$ cat src/rtl/mem_port_arbiter_pkg.sv
// Shared types and helpers for the instruction/data memory port arbiter.
package mem_port_arbiter_pkg;

   localparam int unsigned ADDR_W   = 64;
   localparam int unsigned DATA_W   = 64;
   localparam int unsigned BE_W     = 8;
   localparam int unsigned STREAK_W = 4;

   typedef enum logic [1:0] {
      ARB_IDLE,
      ARB_REQ,
      ARB_RSP
   } arb_state_t;

   typedef enum logic [1:0] {
      OWN_NONE,
      OWN_IF,
      OWN_D
   } arb_owner_t;

   // Saturating increment of the data streak counter.
   function automatic logic [STREAK_W-1:0] streak_inc(input logic [STREAK_W-1:0] cur,
                                                      input logic [STREAK_W-1:0] max_val);
      if (cur >= max_val) begin
         return max_val;
      end
      return cur + STREAK_W'(1);
   endfunction

endpackage

$ cat src/rtl/mem_port_arbiter.sv
// Shares one 64-bit memory port between instruction fetch and the LSU.
// One transaction in flight; data has priority, bounded by a streak counter
// so a pending fetch is always served after MAX_D_STREAK data grants.
module mem_port_arbiter
   import mem_port_arbiter_pkg::*;
#(
   parameter int unsigned MAX_D_STREAK = 4
) (
   input  logic              clk_i,
   input  logic              rst_ni,

   input  logic              if_req_i,
   input  logic [ADDR_W-1:0] if_addr_i,
   output logic              if_gnt_o,
   output logic              if_rvalid_o,
   output logic [DATA_W-1:0] if_rdata_o,

   input  logic              d_req_i,
   input  logic              d_we_i,
   input  logic [ADDR_W-1:0] d_addr_i,
   input  logic [DATA_W-1:0] d_wdata_i,
   input  logic [BE_W-1:0]   d_be_i,
   output logic              d_gnt_o,
   output logic              d_rvalid_o,
   output logic [DATA_W-1:0] d_rdata_o,

   output logic              mem_req_o,
   output logic              mem_we_o,
   output logic [ADDR_W-1:0] mem_addr_o,
   output logic [DATA_W-1:0] mem_wdata_o,
   output logic [BE_W-1:0]   mem_be_o,
   input  logic              mem_gnt_i,
   input  logic              mem_rvalid_i,
   input  logic [DATA_W-1:0] mem_rdata_i
);

   localparam logic [STREAK_W-1:0] MaxStreak = STREAK_W'(MAX_D_STREAK);

   arb_state_t            state_q, state_d;
   arb_owner_t            owner_q, owner_d;
   logic [STREAK_W-1:0]   streak_q, streak_d;

   logic                  fetch_wins;
   arb_owner_t            eff_owner;
   logic                  issuing;
   logic                  granted;

   // Pick the port driving the memory this cycle: fresh arbitration in IDLE,
   // latched owner otherwise. Outputs are forced quiet while reset is held.
   always_comb begin
      fetch_wins = if_req_i && (!d_req_i || (streak_q == MaxStreak));
      eff_owner  = owner_q;
      if (state_q == ARB_IDLE) begin
         if (fetch_wins) begin
            eff_owner = OWN_IF;
         end else if (d_req_i) begin
            eff_owner = OWN_D;
         end else begin
            eff_owner = OWN_NONE;
         end
      end
      issuing = rst_ni && (state_q != ARB_RSP) && (eff_owner != OWN_NONE);
      granted = issuing && mem_gnt_i;
   end

   // Drive the memory request from the effective owner; unused fields stay 0.
   always_comb begin
      mem_req_o   = 1'b0;
      mem_we_o    = 1'b0;
      mem_addr_o  = '0;
      mem_wdata_o = '0;
      mem_be_o    = '0;
      if (issuing) begin
         mem_req_o = 1'b1;
         unique case (eff_owner)
            OWN_IF: begin
               // Fetch reads the full doubleword; be stays 0.
               mem_addr_o = if_addr_i;
            end
            OWN_D: begin
               mem_we_o    = d_we_i;
               mem_addr_o  = d_addr_i;
               mem_wdata_o = d_wdata_i;
               mem_be_o    = d_be_i;
            end
            default: begin
               mem_req_o = 1'b0;
            end
         endcase
      end
   end

   // Route the memory grant to the owning port only.
   always_comb begin
      if_gnt_o = granted && (eff_owner == OWN_IF);
      d_gnt_o  = granted && (eff_owner == OWN_D);
   end

   // Forward the response only while waiting for it; rdata is 0 otherwise.
   always_comb begin
      if_rvalid_o = 1'b0;
      if_rdata_o  = '0;
      d_rvalid_o  = 1'b0;
      d_rdata_o   = '0;
      if (rst_ni && (state_q == ARB_RSP) && mem_rvalid_i) begin
         unique case (owner_q)
            OWN_IF: begin
               if_rvalid_o = 1'b1;
               if_rdata_o  = mem_rdata_i;
            end
            OWN_D: begin
               d_rvalid_o = 1'b1;
               d_rdata_o  = mem_rdata_i;
            end
            default: begin
               if_rvalid_o = 1'b0;
            end
         endcase
      end
   end

   // Next-state logic for the transaction FSM, owner latch and streak counter.
   always_comb begin
      state_d  = state_q;
      owner_d  = owner_q;
      streak_d = streak_q;

      unique case (state_q)
         ARB_IDLE: begin
            if (issuing) begin
               owner_d = eff_owner;
               state_d = mem_gnt_i ? ARB_RSP : ARB_REQ;
            end
         end
         ARB_REQ: begin
            if (mem_gnt_i) begin
               state_d = ARB_RSP;
            end
         end
         ARB_RSP: begin
            if (mem_rvalid_i) begin
               state_d = ARB_IDLE;
               owner_d = OWN_NONE;
            end
         end
         default: begin
            state_d = ARB_IDLE;
            owner_d = OWN_NONE;
         end
      endcase

      // Only count data grants that made a pending fetch wait.
      if (granted) begin
         if ((eff_owner == OWN_D) && if_req_i) begin
            streak_d = streak_inc(streak_q, MaxStreak);
         end else begin
            streak_d = '0;
         end
      end
   end

   // State registers with asynchronous active-low reset.
   always_ff @(posedge clk_i or negedge rst_ni) begin
      if (!rst_ni) begin
         state_q  <= ARB_IDLE;
         owner_q  <= OWN_NONE;
         streak_q <= '0;
      end else begin
         state_q  <= state_d;
         owner_q  <= owner_d;
         streak_q <= streak_d;
      end
   end

   a_gnt_onehot : assert property (@(posedge clk_i) disable iff (!rst_ni)
      !(if_gnt_o && d_gnt_o));

   a_rvalid_onehot : assert property (@(posedge clk_i) disable iff (!rst_ni)
      !(if_rvalid_o && d_rvalid_o));

   a_req_held : assert property (@(posedge clk_i) disable iff (!rst_ni)
      (state_q == ARB_REQ) |-> mem_req_o);

endmodule

$ cat config.mk
export PLATFORM = sky130hd
export DESIGN_NAME = mem_port_arbiter
export DESIGN_NICKNAME = d
export VERILOG_FILES = /design/src/rtl/mem_port_arbiter_pkg.sv /design/src/rtl/mem_port_arbiter.sv
export SDC_FILE = /design/constraint.sdc
export NUM_CORES = 1
export LEC_CHECK = 0
export CAP_MARGIN = 0
export CORE_AREA = 5 5 206 208
export CTS_CLUSTER_SIZE = 28
export DETAILED_ROUTE_END_ITERATION = 12
export DIE_AREA = 0 0 211 213
export PLACE_DENSITY = 0.39
export SLEW_MARGIN = 40
export SYNTH_ARGS = -nofsm -noshare
export SYNTH_HDL_FRONTEND = slang
export SYNTH_SLANG_ARGS = --single-unit
$ cat constraint.sdc
create_clock -name clk_i -period 2.4 [get_ports clk_i]
set_input_delay 0.48 -clock clk_i [delete_from_list [all_inputs] [get_ports clk_i]]
set_output_delay 0.48 -clock clk_i [all_outputs]
set_load 0.1 [all_outputs]
# Word-level counts from Yosys, hierarchy flattened
# Index checks and enable logic that the tools add are counted.
dict set report classes {
  add_sub_neg 1
  magnitude_cmp 1
  eq_ne 11
  n_mux 34
  bitwise_logic 1
  reduce_logical 16
}
# operator n
set op_table {}
lappend op_table {{64-bit two-way mux} 7}
lappend op_table {{64-bit one-hot mux with 2 select lines} 1}
lappend op_table {{2-bit two-way mux} 8}
lappend op_table {{8-bit two-way mux} 2}
lappend op_table {{4-bit two-way mux} 3}
lappend op_table {{2-bit one-hot mux with 3 select lines} 2}
lappend op_table {{1-bit two-way mux} 11}
lappend op_table {{1-bit logical AND} 9}
lappend op_table {{2-bit inequality test (second input constant)} 4}
lappend op_table {{2-bit by 1-bit equality test with 1-bit output (second input constant)} 3}
lappend op_table {{2-bit equality test (second input constant)} 3}
lappend op_table {{3-bit AND reduction} 2}
lappend op_table {{4-bit by 1-bit adder with 4-bit output (second input constant)} 1}
lappend op_table {{4-bit by 3-bit equality test with 1-bit output (second input constant)} 1}
lappend op_table {{4-bit by 3-bit >= comparator with 1-bit output (second input constant)} 1}
lappend op_table {{2-bit zero test} 1}
lappend op_table {{2-bit nonzero test} 1}
lappend op_table {{2-bit OR reduction} 1}
lappend op_table {{1-bit zero test} 1}
lappend op_table {{1-bit logical OR} 1}
lappend op_table {{1-bit NOT} 1}
dict set report totals {
  reg_bits 8
  in_bits 271
  out_inout_bits 270
  word_cells 67
}

# Longest topological paths before layout
# Gate-level depths: netlist of run 1.
dict set report logic_depth {
  depth_word 11
  ltp_mapped 12
  mapped_depth_nobuf 9
}

# Worst setup path before layout of run 1
# No wires, ideal clock.
dict set report synth_timing {
  kind {register -> output}
  from {register state_q[1]}
  to {output port mem_addr_o[14]}
  arrival_time_ns 3.173
  required_ns 1.920
  setup_slack_ns -1.253
  stages_incl_launch_ff 12
  path_buffers 4
  cell_sequence {dfrtp_1 > buf_4 > nor2_1 > nand3_1 > and2_1 > ha_1 > nor2b_1 > buf_2 > nand3b_1 > buf_2 > buf_2 > nor2_1}
}
dict set report synth_between {
  elab_chain_cells 5
  elab_cells_between_ends 10
  cone_classes {eq/ne: 3; mux: 3; reduce/logical: 4}
}
# item line_no
set synth_rtl {}
lappend synth_rtl {{start, declared} mem_port_arbiter.sv:39} ;# arb_state_t state_q, state_d;
lappend synth_rtl {{start signal, assigned} mem_port_arbiter.sv:169} ;# state_q <= state_d;
lappend synth_rtl {{2-bit zero test} mem_port_arbiter.sv:53} ;# if (state_q == ARB_IDLE) begin
lappend synth_rtl {{2-bit two-way mux} mem_port_arbiter.sv:53}
lappend synth_rtl {{2-bit equality test, or another cell as far along} mem_port_arbiter.sv:75} ;# unique case (eff_owner)
lappend synth_rtl {{64-bit one-hot mux with 2 select lines or 1-bit logical AND (tied branches)} {mem_port_arbiter.sv:75, mem_port_arbiter.sv:62}}
lappend synth_rtl {{64-bit two-way mux *} mem_port_arbiter.sv:73} ;# if (issuing) begin
lappend synth_rtl {{end, declared} mem_port_arbiter.sv:29} ;# output logic [ADDR_W-1:0] mem_addr_o,
# Mark *: on every way between the ends. The rest lies on a longest branch, timed or not.

# Worst setup path after layout of run 1
dict set report layout_timing {
  from {register streak_q[0]}
  to {output port mem_be_o[2]}
}
dict set report layout_between {
  elab_chain_cells 8
  elab_cells_between_ends 10
  cone_classes {eq/ne: 2; mux: 4; reduce/logical: 4}
}
# item line_no
set layout_rtl {}
lappend layout_rtl {{start, declared} mem_port_arbiter.sv:41} ;# logic [STREAK_W-1:0] streak_q, streak_d;
lappend layout_rtl {{start signal, assigned} mem_port_arbiter.sv:171} ;# streak_q <= streak_d;
lappend layout_rtl {{4-bit by 3-bit equality test with 1-bit output *} mem_port_arbiter.sv:51} ;# fetch_wins = if_req_i && (!d_req_i || (streak_q == MaxStreak));
lappend layout_rtl {{1-bit logical OR *} mem_port_arbiter.sv:51}
lappend layout_rtl {{1-bit logical AND *} mem_port_arbiter.sv:51}
lappend layout_rtl {{2-bit two-way mux *} mem_port_arbiter.sv:54} ;# if (fetch_wins) begin
lappend layout_rtl {{2-bit two-way mux *} mem_port_arbiter.sv:53}
lappend layout_rtl {{2-bit equality test or 2-bit nonzero test (tied branches)} {mem_port_arbiter.sv:75, mem_port_arbiter.sv:62}}
lappend layout_rtl {{8-bit two-way mux or 1-bit logical AND (tied branches)} {mem_port_arbiter.sv:75, mem_port_arbiter.sv:62}}
lappend layout_rtl {{8-bit two-way mux *} mem_port_arbiter.sv:73}
lappend layout_rtl {{end, declared} mem_port_arbiter.sv:31} ;# output logic [BE_W-1:0] mem_be_o,
# Marked as above.

==> flow_metrics.tcl, run 1 <==
set metrics [dict create \
    power.share.sequential_pct 2.3 \
    num_vias 5763 \
    filler_cell_count 4008 \
    number_of_antenna_violations_at_the_first_check_in_global_routing 14 \
    gr-usage-met2_pct 29.2 \
    fmax_ghz 0.324 \
    detail_route.first_pass.iterations 4 \
    yosys.area.top_type_share_pct 45.7 \
    post_synth_inst_count 434 \
    floorplan.die.width_microns 211 \
    netlist-cell-type-count 36 \
    postSynthAreaPerCell_sq_um 6.44 \
    slew_headroom_pct 78.3 \
    layout-drive-gt1-share_pct 68.4 \
    hpwlAfterDp_mm 28.7 \
    clockRootBuffer "clkbuf_16" \
    synthMostInstantiatedCell "and2_1" \
    synth_seq_area_share_pct 7.16 \
    power-per-cell-area_nw_per_um2 653 \
    grt_use_total_pct 14.4 \
    num_rows 74 \
    grt_max_degree 48 \
    die-area_sq_um 44900 \
    grt_overflow_total 0 \
    status "complete, but fails checks" \
    remaining_drc_errors 0 \
    timing.critical_path.from_type "flip-flop" \
    power_switching_share_pct 54.2 \
    top_level_ports 541 \
    grt_setup_unrepaired "true" \
    timing.hold.ws_ns 0.375 \
    internal_power_uw 4390 \
    core_region_area_sq_um 40400 \
    avgRoutedWirePerCell_microns 21.8 \
    htree_levels 1 \
    cts.sinks 8 \
    postSynthNetCount 710 \
    yosys-top-cells-area "and2_1 (46%), a22oi_1 (17%), nor2_1 (8.9%), dfrtp_1 (7.2%), buf_6 (2.4%)" \
    synthesis.yosys.warnings 0 \
    p_comb_share_pct 94.8 \
    category_of_the_worst_setup_path_capture_point "primary output" \
    tritoncts "done" \
    initial_utilization_pct 6.92 \
    switchingPower_uw 5180 \
    port-buffer-count 540 \
    post_synth_most_frequent_cells "and2_1 (204), nor2_1 (66), a22oi_1 (64)" \
    path_clk_slew_ns 0.04 \
    cts_hold_repair.buffers 0 \
    max-vdd-ir-drop_uv 444 \
    violations_in_the_final_reports "negative setup slack" \
    path_class "flip-flop to primary output" \
    gr-usage-met3_pct 5.25 \
    grt_pass1_vias 6362 \
    data_required_time_at_the_worst_endpoint_ns 1.92 \
    clock-skew-final_ns 0.00167 \
    yosys_most_used_dff "dfrtp_1" \
    synthesis_to_layout_area_growth_pct 424 \
    grtUsageMet1_pct 14.3 \
    period_share_pct 129 \
    detail_route.iter0.violations 112 \
    place_congestion 0.777 \
    seqCellArea_sq_um 200 \
    finalHoldViolCount 0 \
    utilization_pct 36.3 \
    p_leak_uw 0.00567 \
    finalCriticalPeriod_ns 3.09 \
    multiInputGateArea_sq_um 3540 \
    cts.path.max_buffers 2 \
    synthesis.area_sq_um 2800 \
    drt-vias-per-instance 3.57 \
    worst_slack_ns -0.689 \
    measured_slew_at_the_worst_slew_check_pin_ns 0.326 \
    first_pass_grt_wire_length_mm 47.3 \
    power_frac_clock_pct 2.9 \
    postSynth.asyncResetShare_pct 100 \
    synth.ff_latch_count 8 \
    cts_made_buffers 3 \
    cp.arrival_ns 2.61 \
    gr-max-usage-layer "met2" \
    setup_viol_count_final 260 \
    synth_enable_flop_cells 0 \
    worst_skew_pair.late_latency_ns 0.23 \
    die_h_microns 213 \
    max-cap-violations 0 \
    timing.final.max_slew_violations 0 \
    final_net_count 1361 \
    synth.largest_area_cell "and2_1" \
    critPathMaxFanout 9 \
    hold_crit_path_type "input port to asynchronous set/reset pin" \
    antenna_viol_nets_final 0 \
    routed_wl_mm 35.3 \
]
==> worst max-delay path: stages, from the launching register on <==
cell	delay [ns]
dfrtp_1	0.36
inv_2	0.05
buf_6	0.11
ha_4	0.14
nand4b_1	0.16
nand3_2	0.11
and2_4	0.16
ha_2	0.20
nor2b_4	0.14
and3_4	0.23
buf_12	0.14
buf_4	0.12
buf_12	0.11
and2_4	0.15
buf_12	0.17
==> kinds of logic (layout without fill, tap and decap cells) <==
kind of cell | Yosys count | after routing | synth area share, %
multiplexers | 4 | 4 | 1.48
AND/OR/NAND/NOR | 291 | 291 | 59.7
buffers and inverters | 52 | 701 | 9.85
other | 0 | 1 | 0
flip-flops | 8 | 8 | 7.16
AO/OA/AOI/OAI | 74 | 74 | 19.6
adder cells (fa/ha/maj) | 5 | 5 | 2.24
==> flip-flops by register name, indices dropped and copies added, names as in the netlist <==
register and count:
owner_q 2, streak_q 4, state_q 2
==> routing by layer <==
metal,routed length (microns),vias to the layer above
met5,102,-
met4,466,16
met3,3250,36
met2,19900,340
met1,11600,2632
li1,-,2739
==> cells in the final DEF (no fill, tap or decap), types with 2 or more instances in the layout <==
cell type        Yosys  layout
a22oi_1             64      37
a22oi_2              0      27
and2_4               0     204
and3_4               0       2
buf_12               0     294
buf_16               0      19
buf_4                2      79
buf_6                6      18
buf_8                0       7
clkbuf_16            0       7
clkdlybuf4s50_1      0     266
dfrtp_1              8       8
dlygate4sd2_1        0       4
ha_2                 0       2
ha_4                 0       2
inv_1                6       3
inv_2                0       2
nand2_1              3       3
nand2b_1             2       2
nand4b_1             2       2
nor2_4               0      65
nor3_4               0       2
o21ai_0              3       2
==> what timing repair did <==
action,in CTS,in global routing
buffers inserted,60,9
pin swaps,84,17
setup endpoints to repair,272,272
gates cloned,24,4
resized for setup,213,31
==> per-stage QoR <==
stage / instances / worst slack, ns / area (sq um) / total power (uW) / setup TNS (ns)
6_report: 1616 / -0.689 / 14700 / 9570 / -105.03
4_1_cts: 1618 / -0.608 / 14700 / 9350 / -113.43
3_3_place_gp: 1537 / -0.891 / 12800 / 8040 / -149.29
3_5_place_dp: 1537 / -0.906 / 12800 / 8040 / -149.79
5_1_grt: 1616 / -0.789 / 14700 / 9970 / -126.31
2_1_floorplan: 434 / -0.395 / 3600 / 4870 / -40.73
==> layout make-up <==
class                      count  area share [%]
sequential                     8            1.37
antenna                        1          0.0171
inverter                       6           0.179
timing repair buffer         692            69.2
multi-input combinational    374            24.2
clock buffer                   3           0.512
tap                          532            4.54
==> power by group through the flow <==
| stage | clock [uW] | combinational, uW | sequential [uW] |
|---|---|---|---|
| final | 280 | 9070 | 221 |
| after global routing | 290 | 9460 | 223 |
| after floorplan | 0 | 4660 | 213 |
| after detailed placement | 0 | 7820 | 215 |
| after CTS | 284 | 8850 | 218 |
| after global placement | 0 | 7830 | 214 |
==> worst paths after layout <==
check | endpoint | cells after the start | start | slack (ns)
min | state_q[0] | 2 | rst_ni | 0.37
max in group asynchronous | owner_q[0] | 2 | rst_ni | 1.89
max | mem_be_o[2] | 14 | streak_q[0] | -0.69
max reg2reg | streak_q[0] | 22 | streak_q[0] | -0.67
min reg2reg | streak_q[3] | 2 | streak_q[3] | 0.62
min in group clk_i | streak_q[3] | 2 | streak_q[3] | 0.62
Power figures use the tool's default switching activity.
==> inputs of run 2 (changes only) <==
Settings changed: CELL_PAD_IN_SITES_DETAIL_PLACEMENT set to 0, CELL_PAD_IN_SITES_GLOBAL_PLACEMENT set to 1, PLACE_DENSITY 0.39 to 0.62.
==> flow_metrics.tcl, run 2 (synthesis results as in run 1) <==
set metrics [dict create \
    status "complete, but fails checks" \
    violations_in_the_final_reports "negative setup slack" \
    timing.critical_path.from_type "flip-flop" \
    num_vias 5738 \
    port-buffer-count 540 \
    hpwlAfterDp_mm 28.9 \
    timing.hold.ws_ns 0.347 \
    core_region_area_sq_um 40400 \
    cp.arrival_ns 2.62 \
    startpoint "streak_q[0]" \
    max-vdd-ir-drop_uv 492 \
    place_congestion 0.840 \
    power_frac_clock_pct 3.1 \
    setup_viol_count_final 213 \
    top_level_ports 541 \
    fmax_ghz 0.323 \
    worst_skew_pair.late_latency_ns 0.24 \
    path_clk_slew_ns 0.04 \
    utilization_pct 35.5 \
    worst-r2r-cell-count 14 \
    detail_route.iter0.violations 122 \
    detail_route.first_pass.iterations 4 \
    period_share_pct 129 \
    power-per-cell-area_nw_per_um2 656 \
    flip_flop_count_of_the_largest_register_after_layout 4 \
    dpl.cell_count 1526 \
    timing.final.max_slew_violations 0 \
    regs_by_ff_count "streak_q (4), owner_q (2), state_q (2)" \
    worst_slack_ns -0.695 \
    power_switching_share_pct 54.6 \
    switchingPower_uw 5120 \
    drt-vias-per-instance 3.62 \
    critical_path.reg2reg.startpoint "streak_q[0]" \
    floorplan.die.width_microns 211 \
    multiInputGateArea_sq_um 3460 \
    critPathMaxFanout 13 \
    cts_made_buffers 3 \
    stdcell_count 1585 \
    filler_cell_count 3981 \
    regToRegSetupSlack_ns -0.17 \
    crit_path_end "mem_wdata_o[59]" \
    p_leak_uw 0.00552 \
    grt_setup_unrepaired "true" \
    clock-skew-final_ns 0.00318 \
    critical_path.max_stage_delay_ns 0.37 \
    tritoncts "done" \
    worstPathCellList "inv_2, ha_4, nand4b_1, o21ai_2, mux2i_2, buf_4, ha_4, and3_2, buf_12, bufbuf_16, and2_4, buf_12" \
    antenna_viol_nets_final 0 \
    p_comb_share_pct 94.5 \
    finalCriticalPeriod_ns 3.10 \
    final_net_count 1328 \
    power.share.sequential_pct 2.4 \
    path_class "flip-flop to primary output" \
    seqCellArea_sq_um 203 \
    max-cap-violations 0 \
    grt_overflow_total 0 \
    number_of_antenna_violations_at_the_first_check_in_global_routing 23 \
    cts.sinks 8 \
    timing.critical_path.slowest_stage_cell "dfrtp_1" \
    internal_power_uw 4270 \
    category_of_the_worst_setup_path_capture_point "primary output" \
    htree_levels 1 \
    synthesis_to_layout_area_growth_pct 412 \
    initial_utilization_pct 6.92 \
    finalHoldViolCount 0 \
    hold_crit_path_type "input port to asynchronous set/reset pin" \
    most-common-layout-cells "buf_12 (297), clkdlybuf4s50_1 (266), and2_4 (204)" \
    measured_slew_at_the_worst_slew_check_pin_ns 0.333 \
    total_power_uw 9390 \
    cts.path.max_buffers 2 \
    largest-register "streak_q" \
    slew_headroom_pct 77.8 \
    die_h_microns 213 \
    clockRootBuffer "clkbuf_16" \
    routed_wl_mm 36.2 \
    layout.cells.most_common "buf_12" \
    avgRoutedWirePerCell_microns 22.8 \
    grt_pass1_vias 6208 \
    data_required_time_at_the_worst_endpoint_ns 1.92 \
    grt_max_degree 33 \
    first_pass_grt_wire_length_mm 47.5 \
    rr_endpoint "streak_q[0]" \
    grt_use_total_pct 14.8 \
    die-area_sq_um 44900 \
    num_rows 74 \
    layout-drive-gt1-share_pct 66.0 \
    remaining_drc_errors 0 \
]
[run 2: power groups by stage]
stage	logic (uW)	registers, uW	clock network, uW
after floorplan	4660	213	0
after global placement	7720	220	0
after detailed placement	7740	222	0
after CTS	8870	225	295
after global routing	9210	232	299
final	8880	227	289
[run 2: layout make-up]
class | instances | area share, %
Multi-Input combinational cell | 374 | 24.2
Timing Repair Buffer | 659 | 69.0
Tap cell | 532 | 4.65
Sequential cell | 8 | 1.42
Inverter | 6 | 0.184
Clock buffer | 3 | 0.524
Antenna cell | 3 | 0.0524
[run 2: worst min-delay path by stage]
stage,start,end,slack (ns),cells after the start
after floorplan,rst_ni,owner_q[0],0.18,0
after global placement,streak_q[1],streak_q[1],0.54,2
after detailed placement,streak_q[1],streak_q[1],0.56,2
after CTS,rst_ni,streak_q[0],0.32,2
after global routing,rst_ni,streak_q[3],0.36,2
final,rst_ni,streak_q[1],0.35,2
[run 2: timing repair]
action,in CTS,in global routing
hold buffers,0,0
pin swaps,42,42
setup buffers,20,12
cloned,20,5
endpoints found under the setup margin,273,272
gates resized for setup,137,69
[run 2: critical path: cells and delay by family, from the launching register on]
family,cells,cell delay [ns]
DFF,1,0.37
AOI/OAI and AO/OA,1,0.10
buffers and inverters,5,0.82
adders and majority gates,2,0.31
muxes,1,0.23
and+or+nand+nor,3,0.54
[run 2: layer usage]
| layer | global-route usage (%) | vias to the layer above | wire [microns] |
|---|---|---|---|
| li1 | - | 2669 | - |
| met1 | 14.4 | 2635 | 11800 |
| met2 | 29.5 | 361 | 20300 |
| met3 | 5.52 | 53 | 3480 |
| met4 | 2.79 | 20 | 594 |
| met5 | 0 | - | 109 |
[run 2: per-stage QoR]
stage	setup TNS [ns]	worst slack (ns)	area, sq um
after floorplan	-40.73	-0.395	3600
after global placement	-147.45	-0.875	12700
after detailed placement	-161.23	-0.947	12700
after CTS	-94.90	-0.732	14000
after global routing	-115.26	-0.832	14300
final	-90.49	-0.695	14300
